`config.mk`:
```
export PLATFORM = sky130hd
export DESIGN_NAME = pid_pwm_out
export DESIGN_NICKNAME = d
export VERILOG_FILES = /design/src/rtl/pid_pwm_pkg.sv /design/src/rtl/pwm_deadtime.sv /design/src/rtl/pid_pwm_out.sv
export SDC_FILE = /design/constraint.sdc
export NUM_CORES = 1
export LEC_CHECK = 0
export CORE_MARGIN = 3
export CORE_UTILIZATION = 54
export DETAILED_ROUTE_END_ITERATION = 10
export GPL_TIMING_DRIVEN = 0
export PLACE_DENSITY_LB_ADDON = 0.12
export SLEW_MARGIN = 20
export SYNTH_ARGS = -nofsm -noshare
export SYNTH_HDL_FRONTEND = slang
export SYNTH_SLANG_ARGS = --single-unit
```
`constraint.sdc`:
```
create_clock -name CLK -period 5.2 [get_ports CLK]
set_clock_uncertainty 0.1 [all_clocks]
set_input_delay 0.52 -clock CLK [delete_from_list [all_inputs] [get_ports CLK]]
set_output_delay 0.52 -clock CLK [all_outputs]
set_load 0.005 [all_outputs]
```
`src/rtl/pid_pwm_pkg.sv`:
```
// Shared constants and helpers for the PID-to-PWM output block.
// Holds counter width default, minimum period, direction codes, saturating abs.
package pid_pwm_pkg;

    localparam int   CNT_W_DEF  = 16;
    localparam int   MIN_PERIOD = 2;
    localparam logic DIR_FWD    = 1'b0;
    localparam logic DIR_REV    = 1'b1;

    // Magnitude of a signed word; -2^31 has no positive twin, so it clips.
    function automatic logic [31:0] sat_abs(input logic signed [31:0] s);
        if (s == {1'b1, 31'b0}) begin
            return 32'h7FFF_FFFF;
        end else if (s[31]) begin
            return -s;
        end else begin
            return s;
        end
    endfunction

endpackage

```
`src/rtl/pwm_deadtime.sv`:
```
// Dead-time gate: holds block high for DEAD_CYCLES cycles after start.
// Ports: clk, rst (async high), en, start (pulse), block (force legs low).
module pwm_deadtime
    import pid_pwm_pkg::*;
#(
    parameter int DEAD_CYCLES = 8
) (
    input  logic clk,
    input  logic rst,
    input  logic en,
    input  logic start,
    output logic block
);

    localparam int DW = (DEAD_CYCLES > 0) ? $clog2(DEAD_CYCLES + 1) : 1;

    logic [DW-1:0] dcnt;

    assign block = (dcnt != '0);

    always_ff @(posedge clk or posedge rst) begin
        if (rst) begin
            dcnt <= '0;
        end else if (start) begin
            dcnt <= DW'(DEAD_CYCLES);
        end else if (!en) begin
            dcnt <= '0;
        end else if (dcnt != '0) begin
            dcnt <= dcnt - DW'(1);
        end
    end

endmodule

```
`src/rtl/pid_pwm_out.sv`:
```
// PID output to H-bridge PWM: shift, abs, clamp, then boundary-synced PWM.
// Ports: CLK, RST (async high), EN, PID_OUT_Set, OUT_SHIFT_Set, PERIOD_Set,
//        PWM_A, PWM_B, DIR, DUTY_REG, SAT, PERIOD_TICK.
// Option: define PWM_DEADTIME_EN to gate both legs after a direction change.
module pid_pwm_out
    import pid_pwm_pkg::*;
#(
    parameter int CNT_W          = CNT_W_DEF,
    parameter int DEFAULT_PERIOD = 1000,
    parameter int DEAD_CYCLES    = 8
) (
    input  logic             CLK,
    input  logic             RST,
    input  logic             EN,
    input  logic [31:0]      PID_OUT_Set,
    input  logic [4:0]       OUT_SHIFT_Set,
    input  logic [CNT_W-1:0] PERIOD_Set,
    output logic             PWM_A,
    output logic             PWM_B,
    output logic             DIR,
    output logic [CNT_W-1:0] DUTY_REG,
    output logic             SAT,
    output logic             PERIOD_TICK
);

    localparam logic [CNT_W-1:0] MIN_P = CNT_W'(MIN_PERIOD);

    // input protect registers
    logic signed [31:0] pid_q;
    logic [4:0]         shift_q;
    logic [CNT_W-1:0]   per_q;

    // stage 1: shift and magnitude
    logic signed [31:0] s_shift;
    logic [31:0]        s1_mag;
    logic               s1_dir;

    // stage 2: clamp to period
    logic [CNT_W-1:0]   per_min;
    logic               sat_c;
    logic [CNT_W-1:0]   duty_c;
    logic [CNT_W-1:0]   s2_duty;
    logic [CNT_W-1:0]   s2_per;
    logic               s2_dir;
    logic               s2_sat;

    // output stage
    logic [CNT_W-1:0]   cnt;
    logic [CNT_W-1:0]   per_sh;
    logic [CNT_W-1:0]   per_ld;
    logic               last;
    logic               active;
    logic               dt_block;

    always_ff @(posedge CLK or posedge RST) begin
        if (RST) begin
            pid_q   <= '0;
            shift_q <= '0;
            per_q   <= '0;
        end else begin
            pid_q   <= PID_OUT_Set;
            shift_q <= OUT_SHIFT_Set;
            per_q   <= PERIOD_Set;
        end
    end

    assign s_shift = pid_q >>> shift_q;

    always_ff @(posedge CLK or posedge RST) begin
        if (RST) begin
            s1_mag <= '0;
            s1_dir <= DIR_FWD;
        end else begin
            s1_mag <= sat_abs(s_shift);
            s1_dir <= s_shift[31];
        end
    end

    assign per_min = (per_q < MIN_P) ? MIN_P : per_q;
    assign sat_c   = (s1_mag > 32'(per_min));
    assign duty_c  = sat_c ? per_min : s1_mag[CNT_W-1:0];

    always_ff @(posedge CLK or posedge RST) begin
        if (RST) begin
            s2_duty <= '0;
            s2_per  <= '0;
            s2_dir  <= DIR_FWD;
            s2_sat  <= 1'b0;
        end else begin
            s2_duty <= duty_c;
            s2_per  <= per_min;
            s2_dir  <= s1_dir;
            s2_sat  <= sat_c;
        end
    end

    // s2_per is zero straight out of reset; never let that reach the shadow.
    assign per_ld = (s2_per < MIN_P) ? MIN_P : s2_per;
    assign last   = (cnt >= per_sh - CNT_W'(1));
    assign active = (cnt < DUTY_REG);

`ifdef PWM_DEADTIME_EN
    logic dir_chg;

    assign dir_chg = EN & last & (s2_dir != DIR);

    pwm_deadtime #(
        .DEAD_CYCLES(DEAD_CYCLES)
    ) u_deadtime (
        .clk  (CLK),
        .rst  (RST),
        .en   (EN),
        .start(dir_chg),
        .block(dt_block)
    );
`else
    // No gate in this build; DEAD_CYCLES only keeps its name referenced.
    assign dt_block = (DEAD_CYCLES < 0);
`endif

    always_ff @(posedge CLK or posedge RST) begin
        if (RST) begin
            cnt         <= '0;
            per_sh      <= CNT_W'(DEFAULT_PERIOD);
            DUTY_REG    <= '0;
            DIR         <= DIR_FWD;
            SAT         <= 1'b0;
            PWM_A       <= 1'b0;
            PWM_B       <= 1'b0;
            PERIOD_TICK <= 1'b0;
        end else if (!EN) begin
            // idle: shadows track stage 2 so the first period is current
            cnt         <= '0;
            PWM_A       <= 1'b0;
            PWM_B       <= 1'b0;
            PERIOD_TICK <= 1'b0;
            per_sh      <= per_ld;
            DUTY_REG    <= s2_duty;
            DIR         <= s2_dir;
            SAT         <= s2_sat;
        end else begin
            PERIOD_TICK <= last;
            PWM_A       <= active & ~dt_block & (DIR == DIR_FWD);
            PWM_B       <= active & ~dt_block & (DIR == DIR_REV);
            if (last) begin
                cnt      <= '0;
                per_sh   <= per_ld;
                DUTY_REG <= s2_duty;
                DIR      <= s2_dir;
                SAT      <= s2_sat;
            end else begin
                cnt <= cnt + CNT_W'(1);
            end
        end
    end

endmodule
```
; After elaboration in Yosys (flattened, before gate mapping)
; Cells that the tools add are included.
[op_classes]
muxes = 18
order_cmp = 5
shift = 1
add_sub_neg = 3
n_bitwise = 3
n_eq_ne = 2
[ops]
columns = cell, n
row1 = $mux 16, 9
row2 = $mux 32, 2
row3 = $eq 32x32->1 const B, 1
row4 = $gt 32x16->1, 1
row5 = $lt 16x2->1 const B, 2
row6 = $neg 32->32, 1
row7 = $sshr 32x5->32, 1
row8 = $add 16x1->16 const B, 1
row9 = $ge 16x16->1, 1
row10 = $lt 16x16->1, 1
row11 = $sub 16x1->16 const B, 1
row12 = $mux 1, 7
row13 = $and 1x1->1, 2
row14 = $ne 2x1->1 const B, 1
row15 = $not 1->1, 1
[totals]
word_cells = 49
register_bits = 173

; Longest topological paths before layout
; Gate-level depths: netlist (run 1).
[depth]
depth_word = 4
ltp_mapped = 15
ltp_nobuf = 14

; Least setup slack after synthesis (run 1)
; Ideal clock, no wire load.
[synth_path]
path_type = reg-to-reg
start = reg shift_q[0]
end = reg s1_mag[16]
setup_slack_ps = 1545
arrival_ps = 3424
stages_incl_launch_ff = 14
required_time_ps = 4969
cell_sequence = dfrtp_1 -> clkbuf_1 -> buf_1 -> mux4_2 -> a222oi_1 -> o211a_1 -> ha_1 -> inv_1 -> a2111oi_0 -> o2111ai_1 -> nor3_1 -> nand2_1 -> mux2i_1 -> or3_1
[synth_between]
elab_chain_cells = 4
word_cells_on_any_way = 5
classes_between = add/sub: 1 / eq/ne: 1 / shift: 1 / mux: 2
[synth_rtl]
columns = element, line_no
row1 = from (decl), pid_pwm_out.sv:30  ; logic [4:0] shift_q;
row2 = from (signal assigned), pid_pwm_out.sv:62  ; shift_q <= OUT_SHIFT_Set;
row3 = $sshr 32x5->32 *, pid_pwm_out.sv:67  ; assign s_shift = pid_q >>> shift_q;
row4 = $neg 32->32, pid_pwm_pkg.sv:15  ; return -s;
row5 = $mux 32, pid_pwm_pkg.sv:14  ; end else if (s[31]) begin
row6 = $mux 32 *, pid_pwm_pkg.sv:12  ; if (s == {1'b1, 31'b0}) begin
row7 = to (signal assigned), pid_pwm_out.sv:74  ; s1_mag <= sat_abs(s_shift);
row8 = to (decl), pid_pwm_out.sv:35  ; logic [31:0] s1_mag;
; Every way passes the cells marked *; elsewhere a longest branch is shown, timed or not.
; A chain may end at the register's enable or synchronous reset.

; Worst setup path after layout (run 1)
[layout_path]
start = reg shift_q[0]
end = reg s1_mag[22]
; Same word-level chain as after synthesis.

==> impl_results.md, run 1 <==
* CTS tree: built
* Final worst path period need at 4990 ps
* RSZ-0062 raised after global routing: false
* Most common cell after layout, fill and taps aside: dfrtp_1
* Setup_tns at 0 ps
* Clock-pin slew on the worst setup and hold paths at 70 ps
* Post-CTS setup buffers at 0
* Rel. slew slack at 46.5%
* Die Area at 21000 µm²
* CTS root buffer: clkbuf_16
* # rows at 50
* Wire per inst at 21.4 µm
* Die height at 145 µm
* Achievable frequency at 200 MHz
* Critical path class: reg2reg
* Layout Utilization at 65.3%
* Unique cell type count in the Yosys netlist at 78
* Fin area at 12300 µm²
* Core area at 18800 µm²
* Worst Path Required at 5440 ps
* GRT Residual Overflow at 0
* TritonCTS Sinks at 173
* Nets at 1164
* Register area at 4340 µm²
* Setup WS pre-CTS at 401 ps
* DP HPWL at 21600 µm
* Initial antenna violation count at 0
* Die Wd at 145 µm
* Async set-reset flop share out of synthesis at 100%
* CTS resizes at 0
* Largest net degree at the start of global routing at 36
* Routed vias at 8191
* Crit share post-route at 96.0%
* Tightest Pin Transition at 802 ps
* Max-Cap Viols at 0
* Number of flops mapped to enable cells by yosys at 0
* Reg2reg path depth at 14
* Syn_nets at 1063
* Clk Latency, worst-skew pair at 440 ps
* Status: complete, no violations
* Area delta synth->final at 17.8%
* Routed WL at 28500 µm
* Hold crit path type: reg2reg
* PortBufs at 76
* Vias in the first global route at 8502
* Setup ws final at 209 ps
* Clock buffer depth at 2
* # diodes at 0
* Crit-path max FO at 10
* Synthesized area at 10400 µm²
* Io pins at 77
* Fin. max-slew vios at 0
* Leakage at 5.28 nW
* CP Capture Type: flip-flop
* Power density over the cells at 298 nW/µm²
* Pre-Repair DR Iteration Count at 5
* Hold path depth at 0
* Most frequent cells in the layout: dfrtp_1 (167), nand2_1 (84), clkdlybuf4s50_1 (76), mux2_2 (68), ha_1 (50)
* Cts bufs inserted at 17
* Antenna-violating nets left at 0
* Initial core utilization at 55.4%
* Seq/Total Area, Yosys at 41.6%
* Post-route DRC at 0
* GP Congestion at 0.972
* First-pass GRT wire length at 45900 µm
* H-tree Lvls at 4
* Final hold vios at 0
* Slowest cell on crit path: buf_1
* Mapped Cells at 957
* Final setup fails at 0
* Crit-path cells: clkbuf_1 -> clkinv_1 -> buf_1 -> mux2i_1 -> o21ai_0 -> a211oi_2 -> ha_1 -> inv_1 -> a2111oi_0 -> o2111ai_1 -> a21oi_2 -> nand4_1 -> buf_2 -> o21ai_1
* Starting DRT DRC Count at 814
* Placed instance area at 11700 µm²
* Maximum vdd drop at 0.000225 V
* Fill cell count at 1498
* Commonest register cell after synthesis: dfrtp_1
* CP Data Arrival Time at 5230 ps
* Yosys reg bits at 173
* Synthesized area per cell at 10.9 µm²
* Yosys Warn Count at 0
* Vias per inst at 6.16
* Max stage delay on crit path at 600 ps
* Area of the multi-input gates at 5660 µm²
* Hold_buf cts at 0
* Layout cells sized above 1 at 17.8%
* Startpoint Class: flip-flop
* Hold_ws at 255 ps
* GR Util All Layers at 27.5%
-- Yosys cell counts, types with 15 or more instances --
cell | number | area (µm²)
dfrtp_1 | 167 | 4180
nand2_1 | 84 | 315
mux2_2 | 68 | 766
ha_1 | 50 | 626
inv_1 | 45 | 169
nor2_1 | 45 | 169
clkbuf_1 | 41 | 154
mux4_2 | 41 | 923
xnor2_1 | 34 | 298
a21oi_1 | 31 | 155
mux2i_1 | 26 | 260
o21ai_0 | 26 | 130
and2_1 | 22 | 138
a21o_1 | 20 | 150
nand4_1 | 16 | 100
nor4_1 | 15 | 93.8
-- worst max-delay path: cells and delay by family (launching register included) --
family                   cells  cell delay (ps)
flip-flops                   1              360
adder cells (fa/ha/maj)      1              270
AO/OA/AOI/OAI                6             1940
multiplexers                 1              580
buffers and inverters        5             1340
AND/OR/NAND/NOR              1              300
-- worst paths after layout --
| path | slack (ps) | from | end |
|---|---|---|---|
| worst min-delay path | 260 | s1_dir | s2_dir |
| min in group asynchronous | 380 | RST | PWM_B |
| worst max register to register | 210 | shift_q[0] | s1_mag[22] |
| worst max-delay path | 210 | shift_q[0] | s1_mag[22] |
| worst min register to register | 260 | s1_dir | s2_dir |
| max in group asynchronous | 3650 | RST | per_sh[3] |
-- logic make-up after synthesis --
kind of cell             Yosys count  share of synthesized area (%)
adder cells (fa/ha/maj)           50                           6.00
buffers and inverters            107                           4.22
multiplexers                     138                           19.0
XOR/XNOR                          47                           3.95
flip-flops                       173                           41.6
AO/OA/AOI/OAI                    174                           11.9
AND/OR/NAND/NOR                  268                           13.3
-- sequential cells by signal, summed over array words and instances (netlist names) --
signal       flops
DIR              1
per_q           16
PWM_A            1
shift_q          5
per_sh          16
s1_dir           1
s2_sat           1
s2_dir           1
SAT              1
pid_q           32
s2_duty         16
s2_per          16
PERIOD_TICK      1
PWM_B            1
cnt             16
s1_mag          32
DUTY_REG        16
-- area by class of cell --
cell class	count	area share, %
multi-input cells	677	46.0
flip-flops and latches	173	35.3
repair buffers	82	7.29
clock buffers	17	3.46
well taps	260	2.65
plain buffers	61	2.18
clock inverters	14	1.66
inverters	46	1.44
-- report_power, final --
group | switching, W | leakage, nW | internal [W]
logic | 0.000384 | 2.90 | 0.000350
clock network | 0.000569 | 0.308 | 0.000813
registers | 0.0000925 | 2.06 | 0.00145
total | 0.00105 | 5.28 | 0.00262
-- routing by layer --
| metal | vias up | part of all wire [%] | global-route usage [%] | wire length [µm] |
|---|---|---|---|---|
| met5 | - | 0 | 0 | 0 |
| met1 | 4023 | 38 | 33.1 | 10900 |
| met3 | 97 | 6.2 | 5.47 | 1780 |
| met4 | 0 | 4.9 | 13.5 | 1390 |
| met2 | 350 | 51 | 47.5 | 14500 |
| li1 | 3721 | - | - | - |
-- stage by stage --
step | power (W) | instances
6_report | 0.00366 | 1330
5_1_grt | 0.00383 | 1330
4_1_cts | 0.00368 | 1330
3_5_place_dp | 0.00229 | 1299
3_3_place_gp | 0.00227 | 1293
2_1_floorplan | 0.00202 | 957
Note: power is estimated with default switching activity, not from simulation.
==> inputs of run 2 (changes only) <==
Settings changed: ABC_AREA from default to 1, CORE_UTILIZATION 54 to 30.
==> run 2 against run 1 <==
Net effect:
- combinational power is 16% lower
- sequential power fell by 3%
- non-clock buffer count stayed put
- count of clock-buffer cells in the layout unchanged
- hold slack improved by 2.2 ps
- critical path type unchanged
- critical endpoint is now cnt[4]
- largest cell class unchanged
==> impl_results.md, run 2 <==
* Clock network power share at 38.3%
* CTS tree: built
* Number of flops mapped to enable cells by yosys at 0
* Critical path class: reg2reg
* GP Congestion at 0.866
* Maximum vdd drop at 0.000255 V
* Final hold vios at 0
* CP Data Arrival Time at 4520 ps
* RSZ-0062 raised after global routing: false
* Crit-path max FO at 10
* Core area at 31100 µm²
* Hold_buf cts at 0
* Largest net degree at the start of global routing at 35
* Clk Latency, worst-skew pair at 440 ps
* TritonCTS Sinks at 173
* # rows at 64
* Worst Path Required at 5430 ps
* Final setup fails at 0
* Async set-reset flop share out of synthesis at 100%
* Layout cells sized above 1 at 6.95%
* Yosys Warn Count at 0
* GRT Residual Overflow at 0
* H-tree Lvls at 4
* Sw power at 0.00110 W
* Seq/Total Area, Yosys at 45.2%
* Share of the synthesized area in the top cell type at 43.5%
* Hold crit path type: reg2reg
* Most frequent cell after synthesis: nand2_1
* Tightest Pin Transition at 628 ps
* Area delta synth->final at 20.4%
* Routed WL at 27800 µm
* Post-route DRC at 0
* Most frequent cells in the layout: nand2_1 (390), nand3_1 (192), dfrtp_1 (167), inv_1 (88), clkdlybuf4s50_1 (76)
* Synthesized area at 9600 µm²
* # diodes at 0
* Switching Share at 32.1%
* Leakage at 5.58 nW
* Die Area at 34200 µm²
* Unique cell type count in the Yosys netlist at 39
* Yosys reg bits at 173
* CTS root buffer: clkbuf_16
* Initial antenna violation count at 0
* Commonest register cell after synthesis: dfrtp_1
* Starting DRT DRC Count at 500
* Nets at 1432
* Final worst path period need at 4290 ps
* Die Wd at 185 µm
* Most common cell after layout, fill and taps aside: nand2_1
* Status: complete, no violations
* Vias in the first global route at 8605
* DP HPWL at 22000 µm
* Post-CTS setup buffers at 0
* Fin. max-slew vios at 0
* Sequential power share at 43.8%
* Vias per inst at 4.89
* Largest area contributor in the netlist: dfrtp_1
* Pre-Repair DR Iteration Count at 6
* Crit share post-route at 82.6%
* PortBufs at 76
* P_int at 0.00233 W
* Synthesized area per cell at 7.83 µm²
* GR Util All Layers at 16.8%
* Clock-pin slew on the worst setup and hold paths at 80 ps
* Initial core utilization at 30.9%
* Clock buffer depth at 2
* Startpoint Class: flip-flop
* Largest regs: pid_q: 32 flops, s1_mag: 32 flops
* Layout Utilization at 37.2%
* Achievable frequency at 233 MHz
* Syn_nets at 1332
* CP Capture Type: flip-flop
* Routed vias at 8482
* Mapped Cells at 1226
* Rel. slew slack at 58.2%
* Setup_tns at 0 ps
* CTS resizes at 0
* Antenna-violating nets left at 0
* Io pins at 77
* Comb pwr share at 17.9%
* Power density over the cells at 297 nW/µm²
* Max-Cap Viols at 0
* Die height at 185 µm
* Wire per inst at 16.0 µm
* Ranking of synthesized cells by area: dfrtp_1 (44%), nand2_1 (15%), nand3_1 (10%), ha_1 (6.5%), inv_1 (3.5%)
* Top cells by count, synth: nand2_1 (390), nand3_1 (192), dfrtp_1 (167), inv_1 (89), nor2_1 (62)
* Cts bufs inserted at 17
* First-pass GRT wire length at 45200 µm
run 2: cell types whose count changed after synthesis, moves of 26 or more:
cell,previous run,this run
mux4_2,41,0
inv_1,45,89
o21ai_0,26,54
mux2i_1,26,0
nand2_1,84,390
mux2_2,68,0
nand3_1,13,192
run 2: final timing paths:
check | start | cells past startpoint | end | slack, ps
max | per_sh[0] | 18 | cnt[4] | 910
min | s1_dir | 0 | s2_dir | 260
max reg2reg | per_sh[0] | 18 | cnt[4] | 910
min reg2reg | s1_dir | 0 | s2_dir | 260
max in group asynchronous | RST | 5 | per_sh[9] | 3590
min in group asynchronous | RST | 2 | DUTY_REG[6] | 350
run 2: worst max-delay path, cell delays in order (launching register included):
cell	delay, ps
dfrtp_1	370
inv_1	140
ha_1	210
nand3_1	120
nor3_1	270
nand2_1	140
nor4_1	420
nand3_1	170
nor2_1	160
xnor2_1	80
ha_1	290
nand4_1	180
nor3_1	260
nand3_1	130
nand3_1	140
clkbuf_1	310
clkinv_1	430
o21ai_0	190
nor2_1	50
run 2: power by group through the flow:
stage | logic (W) | registers (W) | clock network, W
floorplan | 0.000399 | 0.00151 | 0
CTS | 0.000621 | 0.00150 | 0.00136
detailed placement | 0.000618 | 0.00153 | 0
global placement | 0.000604 | 0.00153 | 0
finish | 0.000615 | 0.00150 | 0.00132
global route | 0.000701 | 0.00152 | 0.00142
run 2: final cells by class:
type / count / area (µm²)
clock inverters: 15 / 173
flip-flops and latches: 173 / 4340
repair buffers: 81 / 861
inverters: 95 / 360
well taps: 396 / 495
fillers: 3299 / 19500
clock buffers: 17 / 425
plain buffers: 62 / 290
multi-input cells: 896 / 4620
run 2: per-layer routing:
layer,routed length [µm],global-route usage [%]
met4,313,3.96
met5,0,0
met2,14000,29.8
met3,931,2.75
met1,12600,21.5
run 2: logic make-up (layout without fill, tap and decap cells):
family / count (synthesis) / after routing / synth area share, %
AO/OA/AOI/OAI: 99 / 99 / 5.76
buffers and inverters: 157 / 270 / 6.74
XOR/XNOR: 30 / 30 / 2.74
adder cells (fa/ha/maj): 50 / 50 / 6.52
AND/OR/NAND/NOR: 717 / 717 / 33.1
flip-flops: 173 / 173 / 45.2
run 2: per-stage QoR:
| step | std cells | cell area (µm²) | power, W | hold WS, ps | setup slack [ps] |
|---|---|---|---|---|---|
| 3_3_place_gp | 1698 | 10900 | 0.00213 | 239 | 875 |
| 2_1_floorplan | 1226 | 9610 | 0.00191 | 231 | 1760 |
| 6_report | 1735 | 11600 | 0.00343 | 257 | 906 |
| 3_5_place_dp | 1703 | 11000 | 0.00215 | 244 | 819 |
| 4_1_cts | 1735 | 11600 | 0.00348 | 262 | 784 |
| 5_1_grt | 1735 | 11600 | 0.00363 | 266 | 391 |
==> inputs of run 3 (changes only) <==
Clock period 5.2 ns to 3.5 ns, I/O delays scaled along.
==> run 3 against run 2 <==
Net effect:
- setup slack worse by 850 ps
- sequential share of layout area shrank 1.7 points
- wire length up 3.0%
- combinational power is 61% higher
- die area unchanged
- via count increased by 1.7%
- flip-flop and latch count is the same
- sequential power increased by 49%
- total power rose by 51%
- maximum frequency rose by 25%
- global-route usage grew 0.13 points
- critical path type unchanged
- critical endpoint is now DUTY_REG[7]
- largest power group unchanged
==> impl_results.md, run 3 (synthesized netlist as in run 2, its figures left out) <==
* CTS root buffer: clkbuf_16
* H-tree Lvls at 4
* Final worst path period need at 3440 ps
* Fill cell count at 3222
* Worst Path Required at 3730 ps
* Area delta synth->final at 25.9%
* TritonCTS Sinks at 173
* Post-route DRC at 0
* GRT Residual Overflow at 0
* Antenna-violating nets left at 0
* Switching Share at 32.3%
* Starting DRT DRC Count at 504
* Die Area at 34200 µm²
* CTS tree: built
* GP Congestion at 0.866
* Critical path class: reg2reg
* Largest regs: pid_q: 32 flops, s1_mag: 32 flops
* Core area at 31100 µm²
* Max-Cap Viols at 0
* Routed vias at 8627
* CP Data Arrival Time at 3670 ps
* Crit share post-route at 98.3%
* Largest net degree at the start of global routing at 35
* PortBufs at 76
* Power density over the cells at 429 nW/µm²
* GR Util All Layers at 16.9%
* Sequential power share at 43.2%
* Layout Utilization at 38.9%
* Global route hottest layer: met2
* Status: complete, no violations
* Grt met1 use at 21.6%
* Hold crit path type: in2async
* Tightest Pin Transition at 559 ps
* Comb pwr share at 19.1%
* # diodes at 0
* CP Capture Type: flip-flop
* P_int at 0.00351 W
* Initial antenna violation count at 0
* Clock network power share at 37.7%
* Pre-Repair DR Iteration Count at 4
* Die Wd at 185 µm
* Rel. slew slack at 62.7%
* Vias in the first global route at 8683
* Most common cell after layout, fill and taps aside: nand2_1
* DP HPWL at 22000 µm
* # rows at 64
* Met2 Track Usage GR at 30.0%
* Achievable frequency at 291 MHz
* Worst reg2reg path startpoint: per_sh[3]
* Most frequent cells in the layout: nand2_1 (380), nand3_1 (185), dfrtp_1 (167), inv_1 (85), clkdlybuf4s50_1 (76)
* Final hold vios at 0
* Cts bufs inserted at 17
* Clock-pin slew on the worst setup and hold paths at 80 ps
* Sw power at 0.00167 W
* Maximum vdd drop at 0.000381 V
* Routed WL at 28700 µm
* Wire per inst at 16.3 µm
* Initial core utilization at 30.9%
* Clock buffer depth at 2
* Layout cells sized above 1 at 12.1%
* Met3 usage at 2.75%
* Nets at 1457
* Crit path from: per_sh[3]
* Die height at 185 µm
* Clk Latency, worst-skew pair at 440 ps
* First-pass GRT wire length at 45600 µm
* Leakage at 5.82 nW
* Vias per inst at 4.90
* Startpoint Class: flip-flop
* Fin. max-slew vios at 0
* Crit-path max FO at 8
* Final setup fails at 0
* Placed cells at 1703
* Io pins at 77
* Layout Cells excl Fill at 1760
-- run 3: changes by cell type in the layout (fill, tap and decap cells not counted), sizes merged --
| cell | delta |
|---|---|
| clkbuf | -1 |
| buf | +26 |
-- run 3: power by group through the flow --
stage	Combinational [W]	Sequential (W)	Clock [W]
floorplan	0.000594	0.00225	0
global placement	0.000897	0.00227	0
detailed placement	0.000918	0.00227	0
CTS	0.000952	0.00224	0.00202
global route	0.00112	0.00226	0.00210
finish	0.000988	0.00224	0.00196
-- run 3: final timing paths --
check | to | slack (ps) | depth (start not counted)
setup / recovery | DUTY_REG[7] | 60 | 20
hold / removal | DUTY_REG[6] | 180 | 2
setup reg to reg | DUTY_REG[7] | 60 | 20
hold reg to reg | s2_dir | 260 | 0
max in group asynchronous | per_sh[9] | 2050 | 5
min in group CLK | pid_q[25] | 240 | 1
-- run 3: final cells by class --
cell class	count	area, µm²	share of cell area (%)
Clock buffer	17	425	3.52
Clock inverter	15	173	1.43
Sequential cell	173	4340	35.9
Buffer	62	368	3.04
Multi-Input combinational cell	896	4820	39.9
Inverter	95	365	3.02
Tap cell	396	495	4.10
Timing Repair Buffer	106	1100	9.14
-- run 3: metrics by stage --
stage          total power, W  cell area (µm²)  setup WS [ps]  setup TNS (ps)  hold WS [ps]
2_1_floorplan         0.00284             9610           62.3               0           231
3_3_place_gp          0.00317            10900           -825         -141350           239
3_5_place_dp          0.00319            11000           -881          -38980           244
4_1_cts               0.00521            11800           2.42               0           189
5_1_grt               0.00548            12100          -56.3           -1190           212
6_report              0.00519            12100           60.6               0           182
-- run 3: per-layer routing --
layer	vias to the layer above	share of wire (%)
met5	-	0
met4	0	1.3
met3	21	3.0
met2	150	51
met1	4182	45
li1	4274	-
-- run 3: critical path, stage by stage, from the launching register on --
cell and delay, ps:
dfstp_2 590, nor3_4 60, buf_4 140, buf_4 120, buf_4 120, buf_4 120
buf_4 130, buf_4 120, buf_4 130, xor2_2 140, ha_1 310, nand2_1 90
nor2_2 50, nand2_1 60, o211ai_1 100, a221oi_2 300, nand3_2 180, buf_12 200
clkbuf_16 170, nand2_4 60, o21ai_0 70
-- run 3: what timing repair did --
item | in CTS | in global routing
setup endpoints to repair | 50 | 50
setup buffers | 15 | 7
hold buffers | 0 | 0
resized for setup | 43 | 53
pin swaps | 12 | 11
cloned | 1 | 3
